==> src/rtl/des_pkg.sv <==
// des_pkg: shared constants for the DES round controller and its keygen.
//   - Round count and the key_cnt select range (2..17 active, 0 idle).
//   - Controller state encoding.
//   - Key-schedule tables (PC-1, PC-2) with 1-based, MSB-first bit numbering.
//   - Cumulative C/D left-rotation per round.
package des_pkg;

  localparam int NUM_ROUNDS = 16;

  localparam logic [4:0] KCNT_FIRST = 5'd2;
  localparam logic [4:0] KCNT_LAST  = 5'd17;
  localparam logic [4:0] KCNT_IDLE  = 5'd0;

  typedef enum logic [1:0] {
    IDLE  = 2'd0,
    ROUND = 2'd1,
    DONE  = 2'd2
  } state_e;

  localparam int PC1 [56] = '{
    57, 49, 41, 33, 25, 17,  9,  1, 58, 50, 42, 34, 26, 18,
    10,  2, 59, 51, 43, 35, 27, 19, 11,  3, 60, 52, 44, 36,
    63, 55, 47, 39, 31, 23, 15,  7, 62, 54, 46, 38, 30, 22,
    14,  6, 61, 53, 45, 37, 29, 21, 13,  5, 28, 20, 12,  4
  };

  localparam int PC2 [48] = '{
    14, 17, 11, 24,  1,  5,  3, 28, 15,  6, 21, 10,
    23, 19, 12,  4, 26,  8, 16,  7, 27, 20, 13,  2,
    41, 52, 31, 37, 47, 55, 30, 40, 51, 45, 33, 48,
    44, 49, 39, 56, 34, 53, 46, 42, 50, 36, 29, 32
  };

  // Total rotation applied to C and D by the end of round 1..16. Storing the
  // running sum lets any round key be formed directly, without iterating.
  localparam logic [4:0] ROT_AMT [16] = '{
    5'd1,  5'd2,  5'd4,  5'd6,  5'd8,  5'd10, 5'd12, 5'd14,
    5'd15, 5'd17, 5'd19, 5'd21, 5'd23, 5'd25, 5'd27, 5'd28
  };

  // 28-bit rotate left by 0..28; a rotation of 28 returns x unchanged.
  function automatic logic [27:0] rotl28(input logic [27:0] x, input logic [4:0] n);
    logic [55:0] dbl;
    dbl = {x, x} << n;
    return dbl[55:28];
  endfunction

endpackage

==> src/rtl/des_round_ctrl_keygen.sv <==
// des_round_ctrl_keygen: combinational DES round-key generator.
//   key       in  64  DES key incl. parity bits (bit 63 = DES bit 1)
//   key_cnt   in  5   round select; 2..17 gives round keys K1..K16
//   round_key out 48  selected round key, 0 for any other select
module des_round_ctrl_keygen
  import des_pkg::*;
(
  input  logic [63:0] key,
  input  logic [4:0]  key_cnt,
  output logic [47:0] round_key
);

  logic [55:0] cd_base;
  logic [55:0] cd_rot;
  logic [47:0] pc2_out;
  logic [4:0]  rot_amt;
  logic        sel_valid;
  logic        keygen_unused;

  // PC-1: drop the parity bits and split into C (55:28) / D (27:0).
  for (genvar gi = 0; gi < 56; gi++) begin : g_pc1
    assign cd_base[55-gi] = key[64-PC1[gi]];
  end

  always_comb begin
    sel_valid = (key_cnt >= KCNT_FIRST) && (key_cnt <= KCNT_LAST);
    // Out-of-range selects still index a legal entry; the result is masked below.
    rot_amt   = ROT_AMT[4'(key_cnt - KCNT_FIRST)];
    cd_rot    = {rotl28(cd_base[55:28], rot_amt), rotl28(cd_base[27:0], rot_amt)};
  end

  // PC-2: pick 48 of the 56 rotated bits.
  for (genvar gi = 0; gi < 48; gi++) begin : g_pc2
    assign pc2_out[47-gi] = cd_rot[56-PC2[gi]];
  end

  assign round_key = sel_valid ? pc2_out : '0;

  // Parity bits and the eight C/D bits skipped by PC-2 are intentionally unused.
  assign keygen_unused = ^{key[56], key[48], key[40], key[32],
                           key[24], key[16], key[8],  key[0], cd_rot};

endmodule

==> src/rtl/des_round_ctrl.sv <==
// des_round_ctrl: sequencer for the DES round datapath.
//   Accepts one key/job in IDLE, runs 16 rounds stepping key_cnt through the
//   keygen selects (2->17 encrypt, 17->2 decrypt), then holds out_valid until
//   out_ready. abort flushes the job; rst_n resets asynchronously.
//   clk, rst_n            clock, async active-low reset
//   in_valid/in_ready     job handshake; in_decrypt/in_key sampled at accept
//   abort                 synchronous flush of the current job
//   dp_load/dp_round_en/dp_last/round_idx   datapath strobes
//   key_cnt/round_key     keygen select and resulting round key
//   out_valid/out_ready   result handshake
module des_round_ctrl
  import des_pkg::*;
#(
  parameter int KEY_W = 64,
  parameter int CNT_W = 5,
  parameter int RK_W  = 48
) (
  input  logic             clk,
  input  logic             rst_n,
  input  logic             in_valid,
  output logic             in_ready,
  input  logic             in_decrypt,
  input  logic [KEY_W-1:0] in_key,
  input  logic             abort,
  output logic             dp_load,
  output logic             dp_round_en,
  output logic             dp_last,
  output logic [3:0]       round_idx,
  output logic [CNT_W-1:0] key_cnt,
  output logic [RK_W-1:0]  round_key,
  output logic             out_valid,
  input  logic             out_ready
);

  state_e             state_q, state_d;
  logic [KEY_W-1:0]   key_q, key_d;
  logic               dec_q, dec_d;
  logic [CNT_W-1:0]   key_cnt_q, key_cnt_d;
  logic [3:0]         round_idx_q, round_idx_d;
  logic               round_en_q, round_en_d;
  logic               last_q, last_d;
  logic               out_valid_q, out_valid_d;
  logic               accept;

  // abort in IDLE blocks the accept but does not drop in_ready.
  assign in_ready = (state_q == IDLE);
  assign accept   = in_ready && in_valid && !abort;

  always_comb begin
    state_d     = state_q;
    key_d       = key_q;
    dec_d       = dec_q;
    key_cnt_d   = key_cnt_q;
    round_idx_d = round_idx_q;
    round_en_d  = round_en_q;
    last_d      = last_q;
    out_valid_d = out_valid_q;

    case (state_q)
      IDLE: begin
        if (accept) begin
          state_d     = ROUND;
          key_d       = in_key;
          dec_d       = in_decrypt;
          key_cnt_d   = in_decrypt ? CNT_W'(KCNT_LAST) : CNT_W'(KCNT_FIRST);
          round_idx_d = 4'd0;
          round_en_d  = 1'b1;
          last_d      = 1'b0;
        end
      end
      ROUND: begin
        // abort wins over round completion; both leave key_cnt at its idle value.
        if (abort || (round_idx_q == 4'(NUM_ROUNDS - 1))) begin
          state_d     = abort ? IDLE : DONE;
          out_valid_d = !abort;
          key_cnt_d   = CNT_W'(KCNT_IDLE);
          round_idx_d = 4'd0;
          round_en_d  = 1'b0;
          last_d      = 1'b0;
        end else begin
          round_idx_d = round_idx_q + 4'd1;
          key_cnt_d   = dec_q ? key_cnt_q - CNT_W'(1) : key_cnt_q + CNT_W'(1);
          last_d      = (round_idx_q == 4'(NUM_ROUNDS - 2));
        end
      end
      DONE: begin
        if (abort || out_ready) begin
          state_d     = IDLE;
          out_valid_d = 1'b0;
        end
      end
      default: begin
        state_d     = IDLE;
        key_cnt_d   = CNT_W'(KCNT_IDLE);
        round_idx_d = 4'd0;
        round_en_d  = 1'b0;
        last_d      = 1'b0;
        out_valid_d = 1'b0;
      end
    endcase
  end

  always_ff @(posedge clk or negedge rst_n) begin
    if (!rst_n) begin
      state_q     <= IDLE;
      key_q       <= '0;
      dec_q       <= 1'b0;
      key_cnt_q   <= CNT_W'(KCNT_IDLE);
      round_idx_q <= 4'd0;
      round_en_q  <= 1'b0;
      last_q      <= 1'b0;
      out_valid_q <= 1'b0;
    end else begin
      state_q     <= state_d;
      key_q       <= key_d;
      dec_q       <= dec_d;
      key_cnt_q   <= key_cnt_d;
      round_idx_q <= round_idx_d;
      round_en_q  <= round_en_d;
      last_q      <= last_d;
      out_valid_q <= out_valid_d;
    end
  end

  assign dp_load     = accept;
  assign dp_round_en = round_en_q;
  assign dp_last     = last_q;
  assign round_idx   = round_idx_q;
  assign key_cnt     = key_cnt_q;
  assign out_valid   = out_valid_q;

  des_round_ctrl_keygen u_keygen (
    .key       (key_q),
    .key_cnt   (key_cnt_q),
    .round_key (round_key)
  );

endmodule

==> config.mk <==
export PLATFORM = sky130hd
export DESIGN_NAME = des_round_ctrl
export DESIGN_NICKNAME = d
export VERILOG_FILES = /design/src/rtl/des_pkg.sv /design/src/rtl/des_round_ctrl_keygen.sv /design/src/rtl/des_round_ctrl.sv
export SDC_FILE = /design/constraint.sdc
export NUM_CORES = 1
export LEC_CHECK = 0
export CAP_MARGIN = 25
export CELL_PAD_IN_SITES_DETAIL_PLACEMENT = 1
export CELL_PAD_IN_SITES_GLOBAL_PLACEMENT = 1
export CORE_ASPECT_RATIO = 0.6
export CORE_MARGIN = 1
export CORE_UTILIZATION = 40
export CTS_CLUSTER_SIZE = 14
export DETAILED_ROUTE_END_ITERATION = 6
export GPL_ROUTABILITY_DRIVEN = 0
export PLACE_DENSITY_LB_ADDON = 0.1
export SLEW_MARGIN = 20
export SYNTH_ARGS = -nofsm -noshare
export SYNTH_HDL_FRONTEND = slang
export SYNTH_SLANG_ARGS = --single-unit
==> constraint.sdc <==
create_clock -name clk -period 4.7 [get_ports clk]
set_input_delay 0.94 -clock clk [delete_from_list [all_inputs] [get_ports clk]]
set_output_delay 0.94 -clock clk [all_outputs]
set_load 0.03 [all_outputs]
==> metrics.md, run 1 <==
| Metric | Value |
|---|---|
| First DRT Iteration DRCs | about 590 |
| # rows | 36 |
| Area Growth Syn to Fin | 30.7% |
| Final Hold Viols | 0 |
| Yosys top cell area share | 0.266 |
| Yosys reg bits | 71 |
| Skew-Pair Late Insertion Delay | between 0.3 and 0.4 ns |
| Ys Warns | 0 |
| Worst-Margin Slew | roughly 0.82 ns |
| Layout Skew | 0.00493 ns |
| Root buf cell | clkbuf_16 |
| Drt pass-1 iters | 5 |
| Dpl hpwl | 19.7 mm |
| Hold crit path type | reg -> reg |
| Slew Viols, Final | 0 |
| Largest net degree at the start of global routing | 63 |
| Number of global-route vias before repair | 6918 |
| Critical path's slowest cell | xnor3_2 |
| CTS Buf Count | 9 |
| Reg2reg path depth | 6 |
| Setup-failing EPs final | 0 |
| Fin crit period | approximately 4.6 ns |
| Placed cells | approximately 1100 |
| CP max FO | 28 |
| Die area | between 15000 and 20000 um2 |
| Cells after Synth | 732 |
| Main area contributors after synthesis | dfrtp_1 27%, mux2_2 15%, mux2i_1 12% |
| Nets | 929 |
| Clock slew at the register clock pins of the worst setup and hold paths | 0.06 ns |
| FF/Latch Area | between 1500 and 2000 um2 |
| CP Data Required Time | ~3.8 ns |
| Chip Width | around 170 um |
| MaxCap Viol Count | 0 |
| Final cycle utilization of the critical path | 0.977 |
| Crit Path Class | reg -> out |
| Layout cells sized above 1 | 0.252 |
| Routed WL per cell | between 20 and 25 um |
| Die extent in y | between 100 and 150 um |
| CP Cell Sequence | inv_1 -> ha_2 -> xnor3_2 -> buf_12 -> mux2i_1 -> mux2i_1 -> nand2_1 -> o21ai_0 -> a222oi_1 -> a2bb2o_1 -> dlygate4sd2_1 |
| Fill cells | ~1800 |
| Maximum root-to-sink buffer count | 2 |
| First-pass GRT wire length | ~40 mm |
| Global Route Usage Sum | 0.304 |
| Worst hold stages | 1 |
| Main synth FF type | dfrtp_1 |
| Netlist cell types | 73 |
| FMAX | between 200 and 250 MHz |
| Initial core utilization | 0.411 |
| Congestion Overflow GR | 0 |
| Routed WL | 25.5 mm |
| CP Launch Type | flip-flop |
| Mapped cell area | between 6000 and 7000 um2 |
| Drt via density | approximately 6.3 |
| Detail Route Antenna Nets | 0 |
| # diodes | 0 |
| Initial antenna violation count | 0 |
| Non-Filler Instances | 1080 |
| EDFF count, synth | 0 |
| Outcome | complete, no violations |
| CTS tree | built |
| Clk sinks | just over 70 |
| Routed vias | roughly 6800 |
| Ys async rst share | 1.00 |
| RSZ-0062 raised after global routing | true |
| Relative slew slack | 0.453 |
| Setup tns final | 0 ns |
| Area of the multi-input gates | about 4700 um2 |
| Port Buf Inserts | 123 |
| CP max stage delay | ~0.45 ns |
| IO Count | 132 |
| Yosys top cell by area | dfrtp_1 |
| Critical Path Sink Type | output pin |
| Worst Path Arrival | 3.65 ns |
| Core Box Area | ~16000 um2 |
| Synth Area per Inst | 9.13 um2 |
| Net Count, Synth | 814 |
| H-tree levels | 3 |
| DRC viols | 0 |
| Most used cell, CP | mux2i_1 |
| Post-synthesis sequential area ratio | 0.266 |
-- flip-flops by register name, indices dropped and copies added, names as in the netlist --
register,count
key_q,56
key_cnt,5
round_idx,4
state_q,2
dec_q,1
dp_last,1
dp_round_en,1
out_valid,1
-- kinds of logic after synthesis --
group / after synthesis / share of synthesized area
and+or+nand+nor: 203 / 0.136
AOI/OAI and AO/OA: 201 / 0.213
muxes: 176 / 0.296
DFF: 71 / 0.266
buffers and inverters: 60 / 0.0470
adders and majority gates: 12 / 0.0236
xor gates and xnor gates: 9 / 0.0191
-- critical path: cells and delay by family, from the launching register on --
kind            cells  cell delay, ns
mux                 2            0.45
buf+inv             3            0.72
xor+xnor            1            0.45
compound gates      3            0.85
flops               1            0.38
simple gates        1            0.09
fa+ha+maj           1            0.37
-- what timing repair did --
| action | 4_1_cts | 5_1_grt |
|---|---|---|
| resized for setup | 4 | 7 |
| pin swaps | 1 | 3 |
| setup endpoints to repair | 5 | 10 |
| hold buffers | 0 | 0 |
| buffers inserted | 0 | 2 |
| gates cloned | 0 | 1 |
-- cell type report --
cell class                      count  area share
Clock buffer                       12      0.0271
Clock inverter                      4     0.00802
Inverter                            7     0.00301
Multi-Input combinational cell    602       0.535
Sequential cell                    71       0.203
Tap cell                          228      0.0327
Timing Repair Buffer              156       0.191
-- metrics by stage --
step | area (um2) | hold slack [ns] | setup slack, ns | util
3_5_place_dp | 8360 | 0.469 | 0.168 | 0.514
3_3_place_gp | 8360 | 0.465 | 0.292 | 0.514
6_report | 8730 | 0.474 | 0.107 | 0.537
5_1_grt | 8730 | 0.509 | -0.0492 | 0.537
2_1_floorplan | 6680 | 0.494 | 0.328 | -
4_1_cts | 8670 | 0.484 | 0.0117 | 0.533
-- layout by cell type (no fill, tap or decap), drive strengths merged, types with 7 or more instances in the layout --
| cell type | synthesis | final |
|---|---|---|
| buf | 33 | 79 |
| nor2 | 62 | 63 |
| clkdlybuf4s50 | 0 | 74 |
| mux2 | 87 | 87 |
| a221oi | 7 | 7 |
| nand2 | 83 | 83 |
| o2bb2ai | 7 | 7 |
| mux2i | 81 | 81 |
| mux4 | 8 | 8 |
| a21oi | 30 | 30 |
| dfrtp | 71 | 71 |
| ha | 11 | 11 |
| inv | 7 | 7 |
| o22ai | 19 | 19 |
| a22o | 10 | 10 |
| nor3 | 16 | 16 |
| clkbuf | 20 | 12 |
| o221ai | 10 | 10 |
| a211oi | 11 | 11 |
| nand3 | 18 | 18 |
| a32o | 7 | 7 |
| o21ai | 50 | 50 |
-- synthesized netlist by cell type, types with 4 or more instances --
master     count
buf_2         23
nand2_1       81
mux2_2        87
nand3_1       18
a22o_1        10
a222oi_1       5
ha_1          11
mux2i_1       81
buf_4          5
a21oi_1       30
a31oi_1        5
nand2b_1       4
and3_1         5
o211ai_1       4
nor2_1        60
clkbuf_1      19
inv_1          7
o32ai_1        5
nor3_1        16
o221ai_1      10
o21ai_0       41
a21o_1         6
o2bb2ai_1      7
a211oi_1      11
buf_6          5
a221oi_1       6
mux4_2         7
o21ai_1        7
o22ai_1       19
dfrtp_1       71
a32o_1         7
-- metal layers --
layer	wire, um	vias up	track usage
li1	-	3014	-
met4	398	0	0.0615
met2	11800	289	0.499
met3	2010	45	0.0666
met1	11300	3421	0.416
met5	0	-	0
-- worst paths after layout --
path                             start             to  slack, ns
setup reg to reg            state_q[0]     key_cnt[1]       2.21
setup / recovery            key_cnt[1]  round_key[42]       0.11
min in group asynchronous        rst_n      key_q[14]       0.68
max in group asynchronous        rst_n      key_q[49]       3.04
hold reg to reg            dp_round_en    dp_round_en       0.47
hold / removal             dp_round_en    dp_round_en       0.47
Power of run 1 is left out: the tool's default activity adds up to more than one toggle a clock period on the data nets, which glitch-free logic cannot reach.
==> inputs of run 2 (changes only) <==
- CORE_UTILIZATION: 40 -> 35
==> metrics.md, run 2 (same netlist as run 1, synthesis figures left out) <==
| Metric | Value |
|---|---|
| Routed vias | roughly 6600 |
| First DRT Iteration DRCs | 671 |
| Initial antenna violation count | 0 |
| Cts hold-fix bufs | 0 |
| IO Count | 132 |
| Slew Viols, Final | 0 |
| Setup-failing EPs final | 0 |
| Chip Width | between 150 and 200 um |
| Initial core utilization | 0.364 |
| Largest net degree at the start of global routing | 63 |
| Reg2Reg Setup Slack | about 2.3 ns |
| CTS Buf Count | 9 |
| Die area | approximately 20000 um2 |
| Port Buf Inserts | 123 |
| Routed WL | approximately 25 mm |
| Number of global-route vias before repair | 6932 |
| Fill cells | a little over 2000 |
| Nets | a little over 900 |
| Commonest non-fill, non-tap cell in the layout | mux2_2 |
| Crit Path Class | reg -> out |
| Critical Path Sink Type | output pin |
| Relative slew slack | 0.462 |
| Hold path startpoint | dp_round_en |
| CTS tree | built |
| Maximum root-to-sink buffer count | 2 |
| Congestion Overflow GR | 0 |
| CP max FO | 8 |
| Clock slew at the register clock pins of the worst setup and hold paths | about 0.05 ns |
| First-pass GRT wire length | 39.7 mm |
| Placed cells | roughly 1100 |
| FMAX | between 200 and 250 MHz |
| DRC viols | 0 |
| Largest register FFs | 56 |
| H-tree levels | 3 |
| # diodes | 0 |
| Area Growth Syn to Fin | 32.3% |
| RSZ-0062 raised after global routing | false |
| Non-Filler Instances | 1096 |
| Worst-Margin Slew | between 0.8 and 0.9 ns |
| Dpl hpwl | ~20 mm |
| Fin crit period | between 4 and 5 ns |
| FF-to-FF Start | state_q[0] |
| Detail Route Antenna Nets | 0 |
| Final cycle utilization of the critical path | 0.966 |
| Worst Hold End | dp_round_en |
| Hold crit path type | reg -> reg |
| Worst hold stages | 1 |
| MaxCap Viol Count | 0 |
| CP Launch Type | flip-flop |
| Clk sinks | 71 |
| Setup tns final | 0 ns |
| Layout cells sized above 1 | 0.258 |
| Skew-Pair Late Insertion Delay | between 0.3 and 0.4 ns |
| Final WS setup | between 0.15 and 0.2 ns |
| # rows | 38 |
| Worst Path Arrival | approximately 3.6 ns |
| Layout Skew | about 0.0045 ns |
| Core Box Area | 18400 um2 |
| Reg2Reg Capture Point | key_cnt[1] |
| Global Route Usage Sum | 0.260 |
| CP Data Required Time | around 3.8 ns |
| Outcome | complete, no violations |
| Die extent in y | between 100 and 150 um |
| Reg2reg path depth | 6 |
| Routed WL per cell | 22.8 um |
| Drt pass-1 iters | 5 |
| Most frequent cells in the layout | 87 x mux2_2, 81 x nand2_1, 76 x mux2i_1 |
| Most flop-heavy register | key_q |
| Final Hold Viols | 0 |
| Drt via density | 6.02 |
| Root buf cell | clkbuf_16 |
| Hold_ws | 0.476 ns |
| DP Worst Slack | between 0.15 and 0.2 ns |
==> run 2: changes by cell type in the layout (fill, tap and decap cells not counted), moves of 2 or more <==
cell and change:
buf_12 +7, bufinv_16 -2, clkbuf_1 -2, nor2_4 -2
==> run 2: worst max-delay path by stage <==
stage / from / to / slack (ns) / cells after the start
final: key_cnt[1] / round_key[9] / 0.16 / 11
after global routing: key_cnt[1] / round_key[9] / 0.03 / 11
after CTS: key_cnt[1] / round_key[42] / 0.009 / 11
after detailed placement: key_cnt[1] / round_key[46] / 0.16 / 10
after global placement: key_cnt[1] / round_key[43] / 0.24 / 10
after floorplan: key_cnt[1] / round_key[26] / 0.33 / 12
==> run 2: timing repair <==
action,in CTS,in global routing
setup buffers,2,3
pin swaps,1,2
gates resized for setup,3,10
endpoints found under the setup margin,12,18
==> run 2: final cells by class <==
class	count	area, um2	share of cell area
well taps	240	300	0.0340
flip-flops and latches	71	1780	0.201
repair buffers	162	1800	0.203
multi-input cells	601	4670	0.529
inverters	7	26.3	0.00297
clock buffers	11	243	0.0275
clock inverters	4	22.5	0.00255
==> run 2: stage by stage <==
| step | cell area, um2 | utilization |
|---|---|---|
| 3_5_place_dp | 8480 | 0.462 |
| 3_3_place_gp | 8480 | 0.462 |
| 5_1_grt | 8840 | 0.482 |
| 6_report | 8840 | 0.482 |
| 2_1_floorplan | 6680 | - |
| 4_1_cts | 8770 | 0.478 |
==> run 2: worst max-delay path, stage by stage (launching register included) <==
cell and delay (ns):
dfrtp_1 0.37, inv_1 0.17, ha_4 0.25, xor2_4 0.28
buf_4 0.21, nand2b_1 0.26, nand2_8 0.20, mux2i_1 0.16
mux4_1 0.66, a21o_1 0.25, o221ai_1 0.29, buf_12 0.16
==> run 2: layer usage <==
layer	global-route usage	routed length (um)
met4	0.0415	235
met2	0.422	11300
met5	0	0
met3	0.0471	1740
met1	0.368	11800
Power of run 2 is left out for the same reason.
==> inputs of run 3 (changes only) <==
--- a/config.mk
+++ b/config.mk
@@ -11,3 +11,3 @@
 export CORE_ASPECT_RATIO = 0.6
-export CORE_MARGIN = 1
+export CORE_MARGIN = 2
 export CORE_UTILIZATION = 35
@@ -17,3 +17,3 @@
 export PLACE_DENSITY_LB_ADDON = 0.1
-export SLEW_MARGIN = 20
+export SLEW_MARGIN = 10
 export SYNTH_ARGS = -nofsm -noshare
--- a/constraint.sdc
+++ b/constraint.sdc
@@ -3,2 +3,2 @@
 set_output_delay 0.94 -clock clk [all_outputs]
-set_load 0.03 [all_outputs]
+set_load 0.01 [all_outputs]
==> metrics.md, run 3 (same netlist as run 1, synthesis figures left out) <==
| Metric | Value |
|---|---|
| Outcome | complete, no violations |
| Worst Path Arrival | 3.68 ns |
| Layout cells sized above 1 | 0.226 |
| Slew Viols, Final | 0 |
| CP max FO | 11 |
| Chip Width | ~180 um |
| Most frequent cells in the layout | 122 x clkdlybuf4s50_1, 86 x mux2_2, 81 x nand2_1 |
| Nets | between 900 and 1000 |
| Routed WL | around 26 mm |
| Layout Skew | ~0.0053 ns |
| Crit Path Class | reg -> out |
| Root buf cell | clkbuf_16 |
| Fin crit period | about 4.6 ns |
| Number of global-route vias before repair | 6865 |
| Worst hold stages | 1 |
| Die extent in y | between 100 and 150 um |
| Fill cells | between 2000 and 2500 |
| Placed cells | between 1000 and 1500 |
| Reg2reg path depth | 6 |
| Clock slew at the register clock pins of the worst setup and hold paths | approximately 0.06 ns |
| Routing usage on met3 | 0.0532 |
| CTS tree | built |
| Congestion Overflow GR | 0 |
| Placed inst area | roughly 8200 um2 |
| Global Route Usage Sum | 0.252 |
| H-tree levels | 3 |
| CP Launch Type | flip-flop |
| # rows | 39 |
| Largest net degree at the start of global routing | 72 |
| MaxCap Viol Count | 0 |
| Reg2Reg Setup Slack | between 2 and 2.5 ns |
| Area Growth Syn to Fin | 32.7% |
| Final Instance Area | 8870 um2 |
| Met2 Use GR | 0.409 |
| Clk sinks | slightly above 70 |
| Final cycle utilization of the critical path | 0.982 |
| Worst Hold End | dp_round_en |
| FF-to-FF Start | state_q[0] |
| Reg2Reg Capture Point | key_cnt[1] |
| Relative slew slack | 0.391 |
| Commonest non-fill, non-tap cell in the layout | clkdlybuf4s50_1 |
| GR Util met1 | 0.353 |
| First-pass GRT wire length | ~40 mm |
| # diodes | 0 |
| IO Count | roughly 130 |
| Hold crit path type | reg -> reg |
| Cts hold-fix bufs | 0 |
| Setup tns final | 0 ns |
| DRC viols | 0 |
| Routed vias | ~6600 |
| Util after Layout | 0.470 |
| Initial antenna violation count | 0 |
| Critical Path Sink Type | output pin |
| Maximum root-to-sink buffer count | 2 |
| Largest register FFs | 56 |
| Port Buf Inserts | roughly 120 |
| CTS Buf Count | 9 |
| Worst-Margin Slew | between 0.9 and 1 ns |
| GRT busiest layer | met2 |
| First DRT Iteration DRCs | about 550 |
| Setup-failing EPs final | 0 |
| CP Data Required Time | about 3.8 ns |
| Initial core utilization | 0.354 |
| FMAX | between 200 and 250 MHz |
| Non-Filler Instances | between 1000 and 1500 |
| Most flop-heavy register | key_q |
| Hold path startpoint | dp_round_en |
| Die area | about 20000 um2 |
| Routed WL per cell | between 20 and 25 um |
| Drt pass-1 iters | 5 |
| Skew-Pair Late Insertion Delay | between 0.3 and 0.4 ns |
| Dpl hpwl | 19.8 mm |
| Final Hold Viols | 0 |
| Core Box Area | about 19000 um2 |
| Drt via density | roughly 6 |
| Detail Route Antenna Nets | 0 |
## run 3: cell count changes in the layout (fill, tap and decap cells not counted), sizes merged, moves of 2 or more
cell / previous run / this run
dlymetal6s2s: 2 / 0
clkdlybuf4s50: 74 / 122
buf: 85 / 45
clkinv: 3 / 1
bufinv: 0 / 2
## run 3: routing by layer
layer	up-vias	wire length [um]	part of all wire
met5	-	0	0
met2	246	12100	0.46
li1	3042	-	-
met4	0	204	0.0078
met1	3323	11900	0.46
met3	23	1930	0.074
## run 3: what timing repair did
action / CTS / global route
gates cloned: 0 / 2
setup endpoints to repair: 47 / 43
setup buffers: 7 / 6
gates resized for setup: 6 / 20
pin swaps: 3 / 4
## run 3: layout make-up
class	count	area, um2	area share
multi-input combinational	602	4760	0.537
inverter	7	26.3	0.00296
clock buffer	11	253	0.0285
tap	246	308	0.0347
sequential	71	1780	0.201
clock inverter	5	80.1	0.00903
timing repair buffer	168	1660	0.187
## run 3: how the worst max path moves through the flow
| stage | startpoint | endpoint | slack (ns) | depth (start not counted) |
|---|---|---|---|---|
| after floorplan | key_cnt[1] | round_key[26] | 0.92 | 12 |
| after global placement | key_cnt[1] | round_key[18] | 0.16 | 12 |
| after detailed placement | key_cnt[1] | round_key[1] | 0.06 | 10 |
| after CTS | key_cnt[1] | round_key[42] | 0.02 | 9 |
| after global routing | key_cnt[1] | round_key[20] | -0.04 | 11 |
| final | key_cnt[1] | round_key[20] | 0.08 | 11 |
## run 3: metrics by stage
stage               hold WS, ns  worst slack, ns
floorplan                 0.494            0.919
global placement          0.463            0.162
detailed placement        0.480           0.0555
CTS                       0.505           0.0189
global route              0.514          -0.0397
finish                    0.499           0.0833
## run 3: worst max-delay path, cell delays in order (launching register included)
cell             delay [ns]
dfrtp_1                0.39
inv_2                  0.12
ha_4                   0.23
xnor3_2                0.42
buf_4                  0.22
mux2_2                 0.28
nor3_1                 0.05
o21a_1                 0.21
a221o_1                0.31
mux2_2                 0.31
o22ai_1                0.23
clkdlybuf4s50_1        0.58
Power of run 3 is left out for the same reason.
==> RTL edit 1, RTL diff (flow settings as in run 1) <==
The 3 states of `state_e` get a one-hot encoding in 3 bits.
--- a/src/rtl/des_pkg.sv
+++ b/src/rtl/des_pkg.sv
@@ -12,8 +12,8 @@
   localparam logic [4:0] KCNT_IDLE  = 5'd0;
 
-  typedef enum logic [1:0] {
-    IDLE  = 2'd0,
-    ROUND = 2'd1,
-    DONE  = 2'd2
+  typedef enum logic [2:0] {
+    IDLE  = 3'b001,
+    ROUND = 3'b010,
+    DONE  = 3'b100
   } state_e;
 
Formal check against the unedited RTL: same outputs for any inputs over 4 cycles, from zero or initial values and one cycle with rst_n low; so few cycles prove little.
==> RTL edit 1 against run 1 <==
Final area up 3.0%; area after synthesis grew 1.6%; count of clock-buffer cells in the layout fell by 3; sequential cell count increased by 1; fmax decreased by 0.64%; via count up 18%; setup slack got worse by 29 ps; first-iteration DRC count increased by 40%; wire length is 15% higher; largest cell class unchanged; highest routed layer unchanged.
Power is left out: the tool's default activity adds up to more than one toggle a clock period on the data nets, which glitch-free logic cannot reach.
==> RTL edit 1: results (changes against run 1) <==
| Metric | Value |
|---|---|
| FF-to-FF path depth | 9 (was 6) |
| Maximum clock path buffer count | 2 (unchanged) |
| WL met2 | 13100 um (was 11800 um) |
| Sequential area share after synthesis | 26.6% (about the same) |
| Synth Warn # | 0 (unchanged) |
| Vias/cell | 6.37 (was 6.27) |
| Max reg flops | 56 (unchanged) |
| Reg-to-Reg End | key_q[46] (was key_cnt[1]) |
| Arrival @ worst endpoint | 3680 ps (was 3650 ps) |
| DP Worst Slack | 81.0 ps (was 168 ps) |
| Worst Hold Class | register to register (unchanged) |
| Met3 wire len | 2660 um (was 2010 um) |
| Clk_lat worst skew | 340 ps (was 320 ps) |
| Skew final | 7.20 ps (was 4.93 ps) |
| Critical R2R Launch | state_q[0] (unchanged) |
| Dpl cells | 1228 (was 1061) |
| Largest net degree at the start of global routing | 65 (was 63) |
| Slowest stage delay, CP | 520 ps (was 450 ps) |
| Hold_ws | 492 ps (was 474 ps) |
| Fillers | 2002 (was 1831) |
| R2R Setup Slk | 2520 ps (was 2210 ps) |
| Global-route wire length before repair | 45400 um (was 40200 um) |
| Status | complete, no violations (unchanged) |
| Least-Margin Pin Slew | 794 ps (was 821 ps) |
| Vias in the first global route | 8002 (was 6918) |
| Hold path start | dp_last (was dp_round_en) |
| Avg Cell Area, Syn | 7.74 um2 (was 9.13 um2) |
| Ranking of synthesized cells by area | dfrtp_1 (26%), nand2_1 (14%), mux2i_1 (7.1%) (was dfrtp_1 (27%), mux2_2 (15%), mux2i_1 (12%)) |
| DPL Wire Length | 22300 um (was 19700 um) |
| Routed length per instance | 23.4 um (was 23.6 um) |
| Layout cell share with drive strength beyond 1 | 18.3% (was 25.2%) |
| All-Layer GR Usage | 33.8% (was 30.4%) |
| Nets | 1100 (was 929) |
| Post-synth net total | 959 (was 814) |
| Detailed router's first-iteration violation count | 821 (was 586) |
| Multi-input logic area | 4750 um2 (was 4670 um2) |
| CP max stage cell | o21ai_2 (was xnor3_2) |
| CTS Hold Bufs | 0 (unchanged) |
| Critical-path maximum fanout | 9 (was 28) |
| WHS Path Cells | 2 (was 1) |
| Synth unique cells | 72 (was 73) |
| Met1 Wirelength | 13000 um (was 11300 um) |
| 1st-pass router iterations | 5 (unchanged) |
| Post-synth top cells | nand2_1 (253), dfrtp_1 (71), nor2_1 (61) (was mux2_2 (87), mux2i_1 (81), nand2_1 (81)) |
| Dpl cell area | 8510 um2 (was 8360 um2) |
| Clock root buffer | clkbuf_16 (unchanged) |
| Drt total wl | 29300 um (was 25500 um) |
| Hold EP | dp_last (was dp_round_en) |
-- RTL edit 1: worst max path at each step --
| stage | to | slack [ps] | cells after the start |
|---|---|---|---|
| global placement | round_key[45] | 220 | 12 |
| global route | round_key[14] | -80 | 12 |
| CTS | round_key[14] | 20 | 12 |
| finish | round_key[33] | 80 | 12 |
| detailed placement | round_key[9] | 80 | 12 |
| floorplan | round_key[21] | 320 | 10 |
-- RTL edit 1: cells by family (layout without fill, tap and decap cells) --
family                   count (synthesis)  in the layout  synth area share [%]
AO/OA/AOI/OAI                          273            273                  29.0
XOR/XNOR                                 7              7                  1.68
adder cells (fa/ha/maj)                 12             12                  2.32
flip-flops                              72             72                  26.6
AND/OR/NAND/NOR                        369            369                  22.4
buffers and inverters                   70            216                  4.94
multiplexers                            74             74                  13.1
-- RTL edit 1: area by class of cell --
type,instances,share of cell area [%]
clock buffer,9,2.50
clock inverter,7,1.06
inverter,16,0.668
multi-input combinational,735,52.8
sequential,72,20.0
tap,228,3.17
timing repair buffer,184,19.8
-- RTL edit 1: metal layers --
metal	GRT usage, %	up-vias
met1	47.6	3945
met3	7.02	59
met4	7.28	0
li1	-	3527
met2	53.8	439
met5	0	-
-- RTL edit 1: timing repair --
action / CTS / global route
setup endpoints to repair: 42 / 29
buffers inserted: 1 / 6
gates resized for setup: 6 / 12
cloned: 0 / 0
pin swaps: 3 / 3
-- RTL edit 1: worst register-to-register path, cell delays in order, from the launching register on --
cell,delay [ps]
dfstp_2,540
inv_1,60
nor2_1,160
nand2b_1,140
inv_1,150
nand2_1,90
clkinv_1,70
buf_4,520
nand2_1,210
o21ai_0,130
==> RTL edit 2, RTL diff (config.mk and constraints of run 1) <==
Made on the original files. Reset style: synchronous (`rst_n`), changed in one clocked block. Comments in the files are not updated.
--- a/src/rtl/des_round_ctrl.sv
+++ b/src/rtl/des_round_ctrl.sv
@@ -101,5 +101,5 @@
   end
 
-  always_ff @(posedge clk or negedge rst_n) begin
+  always_ff @(posedge clk) begin
     if (!rst_n) begin
       state_q     <= IDLE;
Formal check against the unedited RTL: differs if rst_n is asserted again (counterexample within 4 cycles, from zero or initial values and one cycle with rst_n low); with rst_n held inactive, the same outputs for 4 cycles.
==> RTL edit 2 against run 1 <==
Sequential cell count did not move; wire length rose by 23%; setup slack improved by 2.3 ps; final area rose by 7.4%; hold slack improved by 27 ps; area after synthesis rose by 9.9%; cell count rose by 18%; fmax barely moved; synthesized cell count rose by 27%; non-clock buffer count rose by 22; critical path type unchanged; largest cell class unchanged.
Power is left out: it rests on default switching activity, and per cell area and clock period it moved more than threefold.
==> RTL edit 2: results (changes against run 1) <==
| Metric | Value |
|---|---|
| Status | complete, no violations (unchanged) |
| Sequential area share after synthesis | 19.4% (was 26.6%) |
| Critical R2R Launch | state_q[0] (unchanged) |
| Slowest stage delay, CP | 850 ps (was 450 ps) |
| Fillers | 2136 (was 1831) |
| WHS Path Cells | 2 (was 1) |
| All-Layer GR Usage | 33.3% (was 30.4%) |
| Dpl cells | 1256 (was 1061) |
| Vias in the first global route | 8091 (was 6918) |
| Hold_ws | 501 ps (was 474 ps) |
| CP max stage cell | a211oi_1 (was xnor3_2) |
| Skew final | 13.3 ps (was 4.93 ps) |
| DP Worst Slack | 203 ps (was 168 ps) |
| Clk_lat worst skew | 340 ps (was 320 ps) |
| Hold EP | key_q[37] (was dp_round_en) |
| DPL Wire Length | 24300 um (was 19700 um) |
| Vias/cell | 6.53 (was 6.27) |
| Detailed router's first-iteration violation count | 977 (was 586) |
| Synth async-reset ratio | 0% (was 100%) |
| Synth Area in Adders | 2.15% (was 2.36%) |
| Layout cell share with drive strength beyond 1 | 16.9% (was 25.2%) |
| 1st-pass router iterations | 7 (was 5) |
| Nets | 1120 (was 929) |
| Reg-to-Reg End | round_idx[3] (was key_cnt[1]) |
| Met1 usage | 48.8% (was 41.6%) |
| Ys flop type | dfxtp_1 (was dfrtp_1) |
| Post-synthesis mux area share | 22.4% (was 29.6%) |
| R2R Setup Slk | 2350 ps (was 2210 ps) |
| Top routing layer in use | met5 (was met4) |
| WL met2 | 12900 um (was 11800 um) |
| Met2 usage | 47.9% (was 49.9%) |
| Post-synth net total | 1011 (was 814) |
| Mapped Cells | 929 (was 732) |
[RTL edit 2: layout make-up]
cell class | instances | area [um2] | share of cell area (%)
clock inverter | 6 | 50.0 | 0.534
clock buffer | 10 | 239 | 2.55
inverter | 13 | 48.8 | 0.521
timing repair buffer | 178 | 1770 | 18.9
multi-input combinational | 765 | 5550 | 59.2
sequential | 71 | 1420 | 15.2
tap | 234 | 293 | 3.12
[RTL edit 2: worst max-delay path by stage]
stage / start / end / slack (ps) / cells after the start
finish: key_cnt[1] / round_key[43] / 110 / 11
global route: key_cnt[0] / round_key[37] / 30 / 11
floorplan: key_cnt[1] / round_key[39] / 240 / 12
CTS: key_cnt[3] / round_key[45] / -20 / 8
detailed placement: key_cnt[1] / round_key[35] / 200 / 10
global placement: key_cnt[1] / round_key[17] / 280 / 10
[RTL edit 2: timing repair]
item,in CTS,in global routing
pin swaps,1,2
buffers inserted,2,1
hold endpoints to repair,0,0
resized for setup,9,15
cloned,0,0
hold buffers,0,0
setup endpoints to repair,11,16
